**src/rtl/hazard_ctrl.sv**
```systemverilog
// Pipeline hazard controller: resolves memory stalls, branch redirects,
// wrong-path fetch discard and load-use bubbles; counts stall and flush cycles.
module hazard_ctrl (
  input  logic        clk,
  input  logic        reset,
  input  logic [2:0]  id_src1,
  input  logic [2:0]  id_src2,
  input  logic        id_src1_used,
  input  logic        id_src2_used,
  input  logic [2:0]  ex_dest,
  input  logic        ex_mem_read,
  input  logic        ex_regwrite,
  input  logic        imem_stall,
  input  logic        dmem_stall,
  input  logic        redirect_ex,
  output logic        pc_load,
  output logic        pc_sel_redirect,
  output logic        load_if_id,
  output logic        clear_if_id,
  output logic        load_id_ex,
  output logic        clear_id_ex,
  output logic        load_ex_mem,
  output logic        clear_ex_mem,
  output logic        load_mem_wb,
  output logic        clear_mem_wb,
  output logic [15:0] stall_cnt,
  output logic [15:0] flush_cnt
);

  localparam int unsigned CNT_W = 16;
  localparam logic [CNT_W-1:0] CNT_MAX = {CNT_W{1'b1}};

  typedef enum logic [0:0] {RUN = 1'b0, DISCARD = 1'b1} state_t;

  state_t state, state_next;
  logic   stall_inc;
  logic   flush_inc;
  logic   load_use;

  assign load_use = ex_mem_read & ex_regwrite &
                    ((id_src1_used & (id_src1 == ex_dest)) |
                     (id_src2_used & (id_src2 == ex_dest)));

  // Priority resolution: reset > dmem stall > redirect > discard > imem stall > load-use
  always_comb begin
    pc_load         = 1'b1;
    pc_sel_redirect = 1'b0;
    load_if_id      = 1'b1;
    clear_if_id     = 1'b0;
    load_id_ex      = 1'b1;
    clear_id_ex     = 1'b0;
    load_ex_mem     = 1'b1;
    clear_ex_mem    = 1'b0;
    load_mem_wb     = 1'b1;
    clear_mem_wb    = 1'b0;
    state_next      = state;
    stall_inc       = 1'b0;
    flush_inc       = 1'b0;

    if (reset) begin
      pc_load      = 1'b0;
      clear_if_id  = 1'b1;
      clear_id_ex  = 1'b1;
      clear_ex_mem = 1'b1;
      clear_mem_wb = 1'b1;
      state_next   = RUN;
    end else if (dmem_stall) begin
      pc_load     = 1'b0;
      load_if_id  = 1'b0;
      load_id_ex  = 1'b0;
      load_ex_mem = 1'b0;
      load_mem_wb = 1'b0;
      stall_inc   = 1'b1;
    end else if (redirect_ex) begin
      pc_sel_redirect = 1'b1;
      clear_if_id     = 1'b1;
      clear_id_ex     = 1'b1;
      flush_inc       = 1'b1;
      // An outstanding fetch is wrong-path; its response must be dropped.
      state_next      = imem_stall ? DISCARD : RUN;
    end else if (state == DISCARD) begin
      pc_load     = 1'b0;
      clear_if_id = 1'b1;
      stall_inc   = 1'b1;
      state_next  = imem_stall ? DISCARD : RUN;
    end else if (imem_stall) begin
      pc_load     = 1'b0;
      clear_if_id = 1'b1;
      stall_inc   = 1'b1;
    end else if (load_use) begin
      pc_load     = 1'b0;
      load_if_id  = 1'b0;
      clear_id_ex = 1'b1;
      stall_inc   = 1'b1;
    end
  end

  // State register and saturating event counters
  always_ff @(posedge clk) begin
    if (reset) begin
      state     <= RUN;
      stall_cnt <= '0;
      flush_cnt <= '0;
    end else begin
      state <= state_next;
      if (stall_inc && (stall_cnt != CNT_MAX)) stall_cnt <= stall_cnt + CNT_W'(1);
      if (flush_inc && (flush_cnt != CNT_MAX)) flush_cnt <= flush_cnt + CNT_W'(1);
    end
  end

endmodule

```
**config.mk**
```make
export PLATFORM = sky130hd
export DESIGN_NAME = hazard_ctrl
export DESIGN_NICKNAME = d
export VERILOG_FILES = /design/src/rtl/hazard_ctrl.sv
export SDC_FILE = /design/constraint.sdc
export NUM_CORES = 1
export LEC_CHECK = 0
export CORE_AREA = 5 5 69 71
export CTS_CLUSTER_DIAMETER = 40
export DETAILED_ROUTE_END_ITERATION = 6
export DIE_AREA = 0 0 74 76
export DONT_BUFFER_PORTS = 1
export SYNTH_ARGS = -nofsm -noshare
export SYNTH_HDL_FRONTEND = slang
export SYNTH_SLANG_ARGS = --single-unit
```
**constraint.sdc**
```tcl
create_clock -name clk -period 4.35 [get_ports clk]
set_clock_uncertainty 0.1 [all_clocks]
set_input_delay 0.435 -clock clk [delete_from_list [all_inputs] [get_ports clk]]
set_output_delay 0.435 -clock clk [all_outputs]
set_load 0.02 [all_outputs]
```
# == Word-level counts from Yosys, hierarchy flattened ==
# Cells that the tools add are included.
# word_totals
ramBits,0
n_memories,0
regBits,33
latchBits,0
word_cells,51
inputBits,18
out_inout_bits,42
mem_bits_ro,0
# op_classes
div_mod_pow,0
magnitude_cmp,0
multipliers,0
n_mux,35
shift,0
bitwise,5
reduce_logical,2
eq_ne,4
addsub,2
# ops
operator,n
1-bit 2-to-1 mux,35
16-bit by 1-bit adder with 16-bit output (second input constant),2
16-bit != test (second input constant),2
3-bit equality test,2
1-bit AND,4
1-bit logical AND,2
1-bit bitwise OR,1

# == Logic depth before layout (Yosys ltp) ==
# Gate-level depths: netlist of run 1.
# depth
depth_word,11
depth_mapped,8
mapped_depth_nobuf,7

# == Least setup slack after synthesis of run 1 ==
# No wires, ideal clock.
# synth_path
path_type,register -> register
startpoint,reg flush_cnt[0]
endpoint,reg flush_cnt[9]
path_slack_ns,2.247
required_time_ns,4.180
period_less_slack_ns,2.103
t_arrival_ns,1.932
stages_incl_launch_ff,7
setup_ns,0.070
n_path_buf,0
cell_sequence,dfxtp_1 > ha_1 > and3_1 > and3_1 > a2111o_1 > or3_1 > a21oi_1
# synth_via
elab_chain_cells,2
elab_cells_between_ends,3
classes_between,add/sub: 1; eq/ne: 1; reduce/logical: 1
# synth_lines
item,line,text
from (decl),27,output logic [15:0] flush_cnt
from (signal assigned),107,if (flush_inc && (flush_cnt != CNT_MAX)) flush_cnt <= flush_cnt + CNT_W'(1);
branches (longest 2 deep; another with 16-bit by 1-bit adder with 16-bit output),-,
# Parallel ways; which one is timed is not known.
# A chain may end at the register's enable or synchronous reset.

# == Worst setup path after layout of run 1 ==
# layout_path
startpoint,reg flush_cnt[0]
endpoint,reg flush_cnt[11]
# The elaborated chain is that of the path after synthesis.

==> results of run 1 <==
area by class of cell:
| cell class | count | area (µm²) |
|---|---|---|
| Multi-Input combinational cell | 163 | 990 |
| Inverter | 11 | 41.3 |
| Fill cell | 413 | 2340 |
| Sequential cell | 33 | 661 |
| Clock buffer | 8 | 80.1 |
| Tap cell | 52 | 65.1 |
flip-flops by register name (all words and copies together) (netlist names):
name	flops
flush_cnt	16
stall_cnt	16
state	1
layer usage:
metal,share of wire,vias up
li1,-,767
met1,0.47,677
met2,0.44,52
met3,0.072,5
met4,0.014,0
met5,0,-
power by group:
group	switching (W)	internal (W)	leakage (nW)
Clock	0.000101	0.000114	0.0395
Sequential	0.00000747	0.000305	0.266
Combinational	0.0000217	0.0000137	0.265
metrics by stage:
| stage | hold WS (ps) | power, W | instance area, µm² | utilization |
|---|---|---|---|---|
| finish | 133 | 0.000563 | 1840 | 0.440 |
| global route | 107 | 0.000591 | 1840 | 0.440 |
| CTS | 109 | 0.000577 | 1840 | 0.440 |
| detailed placement | 411 | 0.000356 | 1760 | 0.421 |
| global placement | 411 | 0.000355 | 1760 | 0.421 |
| floorplan | 403 | 0.000358 | 1740 | - |
worst max-delay path by stage:
stage / startpoint / end / slack, ps / cells after the start
floorplan: flush_cnt[0]$_SDFFE_PP0P_ / flush_cnt[9]$_SDFFE_PP0P_ / 2250 / 6
global placement: id_src1[1] / stall_cnt[11]$_SDFFE_PP0P_ / 2080 / 6
detailed placement: id_src1[1] / stall_cnt[11]$_SDFFE_PP0P_ / 2050 / 6
CTS: flush_cnt[0]$_SDFFE_PP0P_ / flush_cnt[13]$_SDFFE_PP0P_ / 2060 / 6
global route: stall_cnt[0]$_SDFFE_PP0P_ / stall_cnt[4]$_SDFFE_PP0P_ / 1860 / 7
finish: flush_cnt[0]$_SDFFE_PP0P_ / flush_cnt[11]$_SDFFE_PP0P_ / 2080 / 6
layout by cell type, fill, tap and decap left out, types with 3 or more instances in the layout:
master    instances
nand2_1          20
inv_1            11
or4_1             5
a21oi_1          18
nand4_1           7
nand3_1           7
clkbuf_8          5
o21ai_1           4
xnor2_1          16
nor3_1            4
dfxtp_1          33
and3_1            6
or3_1             7
nor2_1           28
o21ai_0           7
clkbuf_1          3
o31ai_1           6
kinds of logic (layout without fill, tap and decap cells):
kind of cell / Yosys count / count (layout)
compound gates: 49 / 49
xor+xnor: 18 / 18
fa+ha+maj: 2 / 2
buf+inv: 19 / 19
flops: 33 / 33
mux: 2 / 2
simple gates: 92 / 92
==> metrics.cfg, run 1 <==
[outcome]
status=completed

[global_routing]
grt_util_met2=0.209
grt_max_degree=35
global_route.overflow_total=0
grt_use_met1=0.180
gr-usage-met3=0.0501
number_of_antenna_violations_at_the_first_check_in_global_routing=0
grt_pass1_wl_um=6270
globalRouteTotalUtil=0.138
first_global_vias=1359
most_used_routing_layer_in_global_routing=met2

[timing]
setup_repair_after_global_routing_missed_its_margin=false
timing.final.ws_setup_ps=2080
timing.fmax_mhz=441
timing_hold_violations_final=0
timing.setup.tns_ps=0
setup_violations=0
worst_tran_pin_value_ps=646
maxSlewViolCount=0
post-route-min-period_ps=2270
max-slew-margin-rel=0.565
layout_worst_path_cycle_share=0.521

[worst_setup_path]
cell_with_the_largest_stage_delay_on_the_worst_path=a2111o_1
critPathTopFamily=simple AND/OR/NAND/NOR gates
critPathRequiredTime_ps=4460
timing.critical_path.fanout_max=8
slowest_delay_ps=530
timing.rr.start=flush_cnt[0]$_SDFFE_PP0P_
r2r_cells=6
critical-path-top-cell-by-count=and3_1
reg2reg_to=flush_cnt[11]$_SDFFE_PP0P_
timing.critical_path.from_type=flip-flop
cp_data_arrival_time_ps=2380
crit_path_cell_trace=ha_1 -> and3_1 -> and3_1 -> a2111o_1 -> or3_1 -> a21oi_1
reg2reg_slack_ps=2080
critical_setup_path_kind=reg2reg
worstSetupEndpointType=flip-flop
worstPathBufferInverterCount=0

[drt]
dr.first_iter.drc_count=53
drc=0
detail_route.first_pass.iterations=4
detail-route-antenna-nets=0
vias=1501
drt-total-wl_um=3770
routed_length_per_placed_instance_um=14.1
detail_route.vias_per_cell=5.62

[placement]
gpl.final_weighted_congestion=0.747
io_buffer_count=0
place_inst=259
post-dp-hpwl_um=2810
dpl_worst_slack_ps=2050

[synth]
synthArstFlopShare=0
netlist-cell-type-count=38
yosysWarningCount=0
post_synthesis_share_of_cell_area_spent_on_full_adders_half_adders_and_majority_gates=0.0144
synth_ff_type=dfxtp_1
yosys-mux-area-fraction=0.0115
synth_area_leader_cell=dfxtp_1
synth.top_cells.by_count=33 x dfxtp_1, 28 x nor2_1, 20 x nand2_1
synth_nets=235
synth-compound-area-share=0.181
synth_xor_area_frac=0.0906
mappedNetlistArea_um2=1740
synth_seq_area_share=0.380
synth_top_cell_area_share=0.380
synth.most_common_cell=dfxtp_1
yosys.area_share.simple=0.271
synth_enable_flop_cells=0
ys_ff_latch=33
avgSynthCellArea_um2=8.09
synth_top_family_by_area=simple AND/OR/NAND/NOR gates
syn-instance-count=215
synth.top_cells.by_area=dfxtp_1 38%, xnor2_1 8.1%, nor2_1 6.0%

[hold_path]
hold_path.class=in2reg
hold_end=flush_cnt[9]$_SDFFE_PP0P_
min-delay-start=reset
min_path_cells=1

[clocking]
cts_hold_buf=0
cts_sinks=33
cts_repair_resize_count=0
cts_tree=yes
cts.path.max_buffers=2
worstSkewPairLatency_ps=280
numCtsBuffers=5
clock_input_transition_at_the_sequential_cells_of_the_worst_setup_and_hold_paths_ps=70
count_of_h_tree_levels_built_during_cts=2
clockRootBuffer=clkbuf_8
post_cts_setup_repair_bufs=0

[die]
die_footprint_um2=5620
coreArea_um2=4170
die_y_extent_um=76
rows=24
die_w_um=74
ioPinCount=60
initial_core_utilization=0.417

[pwr]
vdd_drop_max_mv=0.161
p_per_area_nw_per_um2=307
power.leakage_nw=0.571

[cells_and_area]
nets=234
post_route_insts_no_fill=267
antennaDiodeCount=0
flow.area_growth_from_synthesis_pct=5.54
post_route_cells_drive_above_1_share=0.0651

[run]
drv.max_cap_violation_count=0

No activity file was read; power rests on OpenSTA's default activity.
==> run 2, diff against run 1 <==
==> constraint.sdc (replaced) <==
create_clock -name clk -period 1.9 [get_ports clk]
set_clock_uncertainty 0.1 [all_clocks]
set_input_delay 0.19 -clock clk [delete_from_list [all_inputs] [get_ports clk]]
set_output_delay 0.19 -clock clk [all_outputs]
set_load 0.02 [all_outputs]
==> run 2 against run 1 <==
Worst setup slack worse by 2000 ps. Worst hold slack worse by 81 ps. Die area unchanged. Design area up 28%. Maximum frequency up 23%. Cell count up 19%. Clock-buffer cell count down 1. Global-route usage up 2.4 points. Power rose to 2.5 times the previous value. Combinational power rose to 4.0 times the previous value. Critical endpoint unchanged.
==> metrics.cfg, run 2 (synthesis gave the netlist of run 1 again) <==
[worst_setup_path]
critPathRequiredTime_ps=2020  ; -2440 ps
worstSetupEndpointType=flip-flop
critical_setup_path_kind=reg2reg
timing.critical_path.from_type=flip-flop
cp_data_arrival_time_ps=1960  ; -420 ps
timing.critical_path.fanout_max=6  ; -2

[global_routing]
grt_pass1_wl_um=7220  ; +15%
global_route.overflow_total=0  ; unchanged
number_of_antenna_violations_at_the_first_check_in_global_routing=0  ; unchanged
first_global_vias=1606  ; +18%
globalRouteTotalUtil=0.162  ; +0.0236
grt_max_degree=35  ; unchanged

[cells_and_area]
most_common_cell_after_layout_fill_and_taps_aside=buf_4
post_route_cells_drive_above_1_share=0.323  ; +0.258
antennaDiodeCount=0  ; unchanged
nets=285  ; +22%
most-common-layout-cells=49 x buf_4, 27 x nor2_1, 25 x dfxtp_1, 20 x nand2_1
largest_registers_in_the_final_layout=flush_cnt: 16 flops, stall_cnt: 16 flops, state: 1 flops
flow.area_growth_from_synthesis_pct=35.2
utilization=0.564  ; +0.124

[outcome]
status=completed

[timing]
final_layout_worst_hold_slack_ps=52.4  ; -81.0 ps
max-slew-margin-rel=0.565  ; about the same
setup_violations=0  ; unchanged
timing.setup.tns_ps=0  ; unchanged
timing_hold_violations_final=0  ; unchanged
timing.fmax_mhz=542  ; +23%
worst_tran_pin_value_ps=645  ; -0.678 ps
maxSlewViolCount=0  ; unchanged
post-route-min-period_ps=1850  ; -420 ps
setup_repair_after_global_routing_missed_its_margin=true
layout_worst_path_cycle_share=0.971  ; +0.451
timing.final.ws_setup_ps=54.4  ; -2030 ps

[die]
initial_core_utilization=0.417  ; unchanged
rows=24  ; unchanged
die_footprint_um2=5620  ; unchanged
die_w_um=74  ; unchanged
coreArea_um2=4170  ; unchanged
die_y_extent_um=76  ; unchanged
ioPinCount=60  ; unchanged

[hold_path]
hold_path.class=in2reg

[drt]
routed_length_per_placed_instance_um=14.2  ; +0.28%
dr.first_iter.drc_count=68  ; +28%
drc=0  ; unchanged
detail_route.vias_per_cell=5.38  ; -4.3%
detail-route-antenna-nets=0  ; unchanged
drt-total-wl_um=4510  ; +19%
detail_route.first_pass.iterations=4  ; unchanged
vias=1711  ; +14%

[clocking]
worstSkewPairLatency_ps=280  ; about the same
cts_sinks=33  ; unchanged
cts_tree=yes
clockRootBuffer=clkbuf_8
numCtsBuffers=5  ; unchanged
clock_input_transition_at_the_sequential_cells_of_the_worst_setup_and_hold_paths_ps=70  ; about the same
cts.path.max_buffers=2  ; unchanged
count_of_h_tree_levels_built_during_cts=2  ; unchanged

[placement]
post-dp-hpwl_um=3300  ; +18%
dpl_worst_slack_ps=-31.8  ; -2080 ps
gpl.final_weighted_congestion=0.779  ; +4.3%
io_buffer_count=0  ; unchanged

[pwr]
vdd_drop_max_mv=0.324  ; +100%
p_per_area_nw_per_um2=606  ; +98%
power.leakage_nw=0.876  ; +54%

[run]
drv.max_cap_violation_count=0  ; unchanged

[run 2: cell types whose count changed in the layout (fill, tap and decap cells not counted), sizes merged]
cell / delta
dlygate4sd3: +1
buf: +50
clkinv: +1
clkbuf: -1
[run 2: final timing paths]
check	from	endpoint	depth (start not counted)	slack, ps
worst max-delay path	flush_cnt[0]$_SDFFE_PP0P_	flush_cnt[11]$_SDFFE_PP0P_	6	50
worst min-delay path	reset	stall_cnt[8]$_SDFFE_PP0P_	2	50
worst max register to register	flush_cnt[0]$_SDFFE_PP0P_	flush_cnt[11]$_SDFFE_PP0P_	6	50
worst min register to register	stall_cnt[10]$_SDFFE_PP0P_	stall_cnt[10]$_SDFFE_PP0P_	2	420
[run 2: layout make-up]
type | instances | area [µm²]
Fill cell | 413 | 1820
Multi-Input combinational cell | 163 | 1070
Sequential cell | 33 | 678
Timing Repair Buffer | 51 | 398
Clock buffer | 7 | 96.3
Tap cell | 52 | 65.1
Inverter | 11 | 41.3
Clock inverter | 1 | 5.00
[run 2: through the flow]
step | cells | power [W] | cell area, µm²
floorplan | 215 | 0.000820 | 1790
global placement | 305 | 0.000833 | 2150
detailed placement | 305 | 0.000834 | 2150
CTS | 315 | 0.00143 | 2280
global route | 318 | 0.00149 | 2350
finish | 318 | 0.00143 | 2350
[run 2: worst max-delay path, stage by stage (launching register included)]
cell and delay, ps:
dfxtp_4 350, ha_4 150, and3_4 140, and3_4 160, a2111o_1 420, or3_1 320, a21oi_1 140
[run 2: power breakdown]
group	leakage, nW	switching (W)	internal (W)
registers	0.271	0.00000516	0.000697
logic	0.551	0.0000815	0.0000590
clock network	0.0542	0.000256	0.000327
[run 2: routing by layer]
layer | vias up | global-route usage | wire, µm
li1 | 869 | - | -
met1 | 781 | 0.212 | 2020
met2 | 55 | 0.245 | 2090
met3 | 6 | 0.0541 | 346
met4 | 0 | 0.0562 | 46
met5 | - | 0 | 0
[run 2: repair_timing]
item                                    4_1_cts  5_1_grt
buffers inserted                              1        2
hold endpoints to repair                     28       27
endpoints found under the setup margin        5       15
hold buffers                                  1        1
pin swaps                                     5        4
cloned                                        0        0
gates resized for setup                       3       11
==> run 3, diff against run 2 <==
--- a/config.mk
+++ b/config.mk
@@ -5,11 +5,12 @@
 export SDC_FILE = /design/constraint.sdc
 export NUM_CORES = 1
 export LEC_CHECK = 0
-export CORE_AREA = 5 5 69 71
+export CORE_AREA = 5 5 62 64
 export CTS_CLUSTER_DIAMETER = 40
 export DETAILED_ROUTE_END_ITERATION = 6
-export DIE_AREA = 0 0 74 76
+export DIE_AREA = 0 0 67 69
 export DONT_BUFFER_PORTS = 1
+export PLACE_DENSITY = 0.73
 export SYNTH_ARGS = -nofsm -noshare
 export SYNTH_HDL_FRONTEND = slang
 export SYNTH_SLANG_ARGS = --single-unit
==> run 3 against run 2 <==
The run now ends with negative hold slack, negative setup slack left. Die area shrank 18%. Combinational power shrank 7%. Global-route usage grew 5.5 points. Cell count shrank 1.9%. Non-clock buffer count shrank 1. Clock-buffer cell count shrank 2. Sequential share of layout area grew 0.60 points. Design area shrank 2.4%. Core utilization grew 15 points. Register-to-register slack lost 200 ps. Critical path type unchanged. Worst setup slack lost 200 ps. Worst hold slack lost 240 ps.
==> metrics.cfg, run 3 (synthesis gave the netlist of run 1 again) <==
[drt]
dr.first_iter.drc_count=117  ; +72%
detail-route-antenna-nets=0  ; unchanged
vias=1794  ; +4.9%
detail_route.first_pass.iterations=4  ; unchanged
drc=0  ; unchanged
detail_route.vias_per_cell=5.75  ; +6.9%
routed_length_per_placed_instance_um=16.0  ; +13%
drt-total-wl_um=4980  ; +11%

[placement]
io_buffer_count=0  ; unchanged
placed_cell_area_um2=2110  ; -1.7%
post-dp-hpwl_um=3510  ; +6.1%
dpl_worst_slack_ps=-50.1  ; -18.3 ps
gpl.final_weighted_congestion=0.843  ; +8.3%

[cells_and_area]
most_common_cell_after_layout_fill_and_taps_aside=buf_4
post_route_cells_drive_above_1_share=0.327  ; +0.00376
flow.area_growth_from_synthesis_pct=31.9
stdcell_area_um2=2300  ; -2.4%
largest_registers_in_the_final_layout=flush_cnt: 16 flops, stall_cnt: 16 flops, state: 1 flops
antennaDiodeCount=0  ; unchanged
nets=285  ; unchanged
most-common-layout-cells=49 x buf_4, 26 x nor2_1, 25 x dfxtp_1, 20 x nand2_1, 17 x a21oi_1

[worst_setup_path]
critPathRequiredTime_ps=2010  ; about the same
timing.critical_path.fanout_max=7  ; +1
timing.critical_path.from_type=flip-flop
r2r_cells=7  ; +1
worstSetupEndpointType=flip-flop
cp_data_arrival_time_ps=2160  ; +200 ps
timing.rr.start=flush_cnt[1]$_SDFFE_PP0P_
critical_setup_path_kind=reg2reg
reg2reg_to=flush_cnt[11]$_SDFFE_PP0P_
reg2reg_slack_ps=-150  ; -200 ps

[die]
die_w_um=67  ; -9.5%
ioPinCount=60  ; unchanged
initial_core_utilization=0.539  ; +0.122
die_y_extent_um=69  ; -9.2%
rows=21  ; -13%
die_footprint_um2=4620  ; -18%
coreArea_um2=3230  ; -23%

[outcome]
status=complete, but fails checks
failing_checks=negative hold slack, negative setup slack

[timing]
post-route-min-period_ps=2050  ; +205 ps
layout_worst_path_cycle_share=1.08  ; +0.108
timing_hold_violations_final=27  ; +27
worst_tran_pin_value_ps=697  ; +52.1 ps
timing.setup.tns_ps=-323  ; -323 ps
final_layout_worst_hold_slack_ps=-189  ; -242 ps
max-slew-margin-rel=0.530  ; -0.0351
maxSlewViolCount=0  ; unchanged
setup_repair_after_global_routing_missed_its_margin=true
timing.final.ws_setup_ps=-150  ; -205 ps
setup_violations=3  ; +3
timing.fmax_mhz=488  ; -10%

[hold_path]
hold_path.class=in2reg
min-delay-start=reset
hold_end=flush_cnt[0]$_SDFFE_PP0P_
min_path_cells=1  ; -1

[clocking]
clockRootBuffer=clkbuf_4
cts.path.max_buffers=2  ; unchanged
clock_input_transition_at_the_sequential_cells_of_the_worst_setup_and_hold_paths_ps=110  ; +40 ps
cts_sinks=33  ; unchanged
cts_tree=yes
worstSkewPairLatency_ps=340  ; +60 ps
numCtsBuffers=5  ; unchanged
count_of_h_tree_levels_built_during_cts=2  ; unchanged
cts_hold_buf=1  ; unchanged

[global_routing]
number_of_antenna_violations_at_the_first_check_in_global_routing=0  ; unchanged
globalRouteTotalUtil=0.216  ; +0.0549
grt_max_degree=35  ; unchanged
grt_pass1_wl_um=7950  ; +10%
first_global_vias=1816  ; +13%
global_route.overflow_total=0  ; unchanged

[pwr]
vdd_drop_max_mv=0.346  ; +6.9%
p_per_area_nw_per_um2=534  ; -12%
power.leakage_nw=0.853  ; -2.6%

[run]
drv.max_cap_violation_count=0  ; unchanged

## run 3: cell count changes in the layout (fill, tap and decap cells not counted), sizes merged
cell	previous run	this run
buf	50	49
clkinvlp	0	1
clkbuf	7	5
clkinv	1	2
o21ai	12	13
## run 3: cell type report
cell class              instances  area, µm²
repair buffers                 50        378
well taps                      46       57.6
clock buffers                   5       37.5
multi-input cells             164       1090
fillers                       266        936
inverters                      11       41.3
flip-flops and latches         33        676
clock inverters                 3       17.5
## run 3: routing by layer
| layer | GRT usage | vias to the layer above | part of all wire | wire, µm |
|---|---|---|---|---|
| met5 | 0 | - | 0 | 0 |
| met4 | 0.0856 | 0 | 0.016 | 82 |
| met3 | 0.0763 | 8 | 0.066 | 330 |
| met2 | 0.403 | 60 | 0.55 | 2750 |
| met1 | 0.208 | 851 | 0.36 | 1820 |
| li1 | - | 875 | - | - |
## run 3: how the worst max path moves through the flow
stage,from,to,slack [ps],cells past startpoint
global placement,flush_cnt[1]$_SDFFE_PP0P_,flush_cnt[9]$_SDFFE_PP0P_,-5,6
floorplan,flush_cnt[0]$_SDFFE_PP0P_,flush_cnt[9]$_SDFFE_PP0P_,-20,6
finish,flush_cnt[1]$_SDFFE_PP0P_,flush_cnt[11]$_SDFFE_PP0P_,-150,7
global route,flush_cnt[1]$_SDFFE_PP0P_,flush_cnt[11]$_SDFFE_PP0P_,-260,7
CTS,flush_cnt[1]$_SDFFE_PP0P_,flush_cnt[9]$_SDFFE_PP0P_,-70,6
detailed placement,stall_cnt[0]$_SDFFE_PP0P_,stall_cnt[11]$_SDFFE_PP0P_,-50,7
## run 3: report_power, final
part	leakage, nW	switching (W)	internal (W)
logic	0.552	0.0000751	0.0000559
clock network	0.0310	0.000253	0.000139
registers	0.271	0.00000589	0.000698
## run 3: worst max-delay path, cell delays in order, from the launching register on
cell and delay, ps:
dfxtp_4 370, ha_4 150, and3_4 170, and3_4 160
a2111o_1 450, buf_4 180, o21ai_0 220, a21oi_1 120
## run 3: stage by stage
stage,power (W),util,instances
after floorplan,0.000820,-,215
after global placement,0.000827,0.653,295
after detailed placement,0.000835,0.653,295
after CTS,0.00123,0.685,306
after global routing,0.00128,0.710,312
final,0.00123,0.710,312
## run 3: what timing repair did
| item | CTS | global route |
|---|---|---|
| cloned | 0 | 1 |
| gates resized for setup | 5 | 10 |
| endpoints found under the setup margin | 9 | 20 |
| pin swaps | 1 | 3 |
| hold endpoints to repair | 28 | 27 |
| buffers inserted | 2 | 5 |
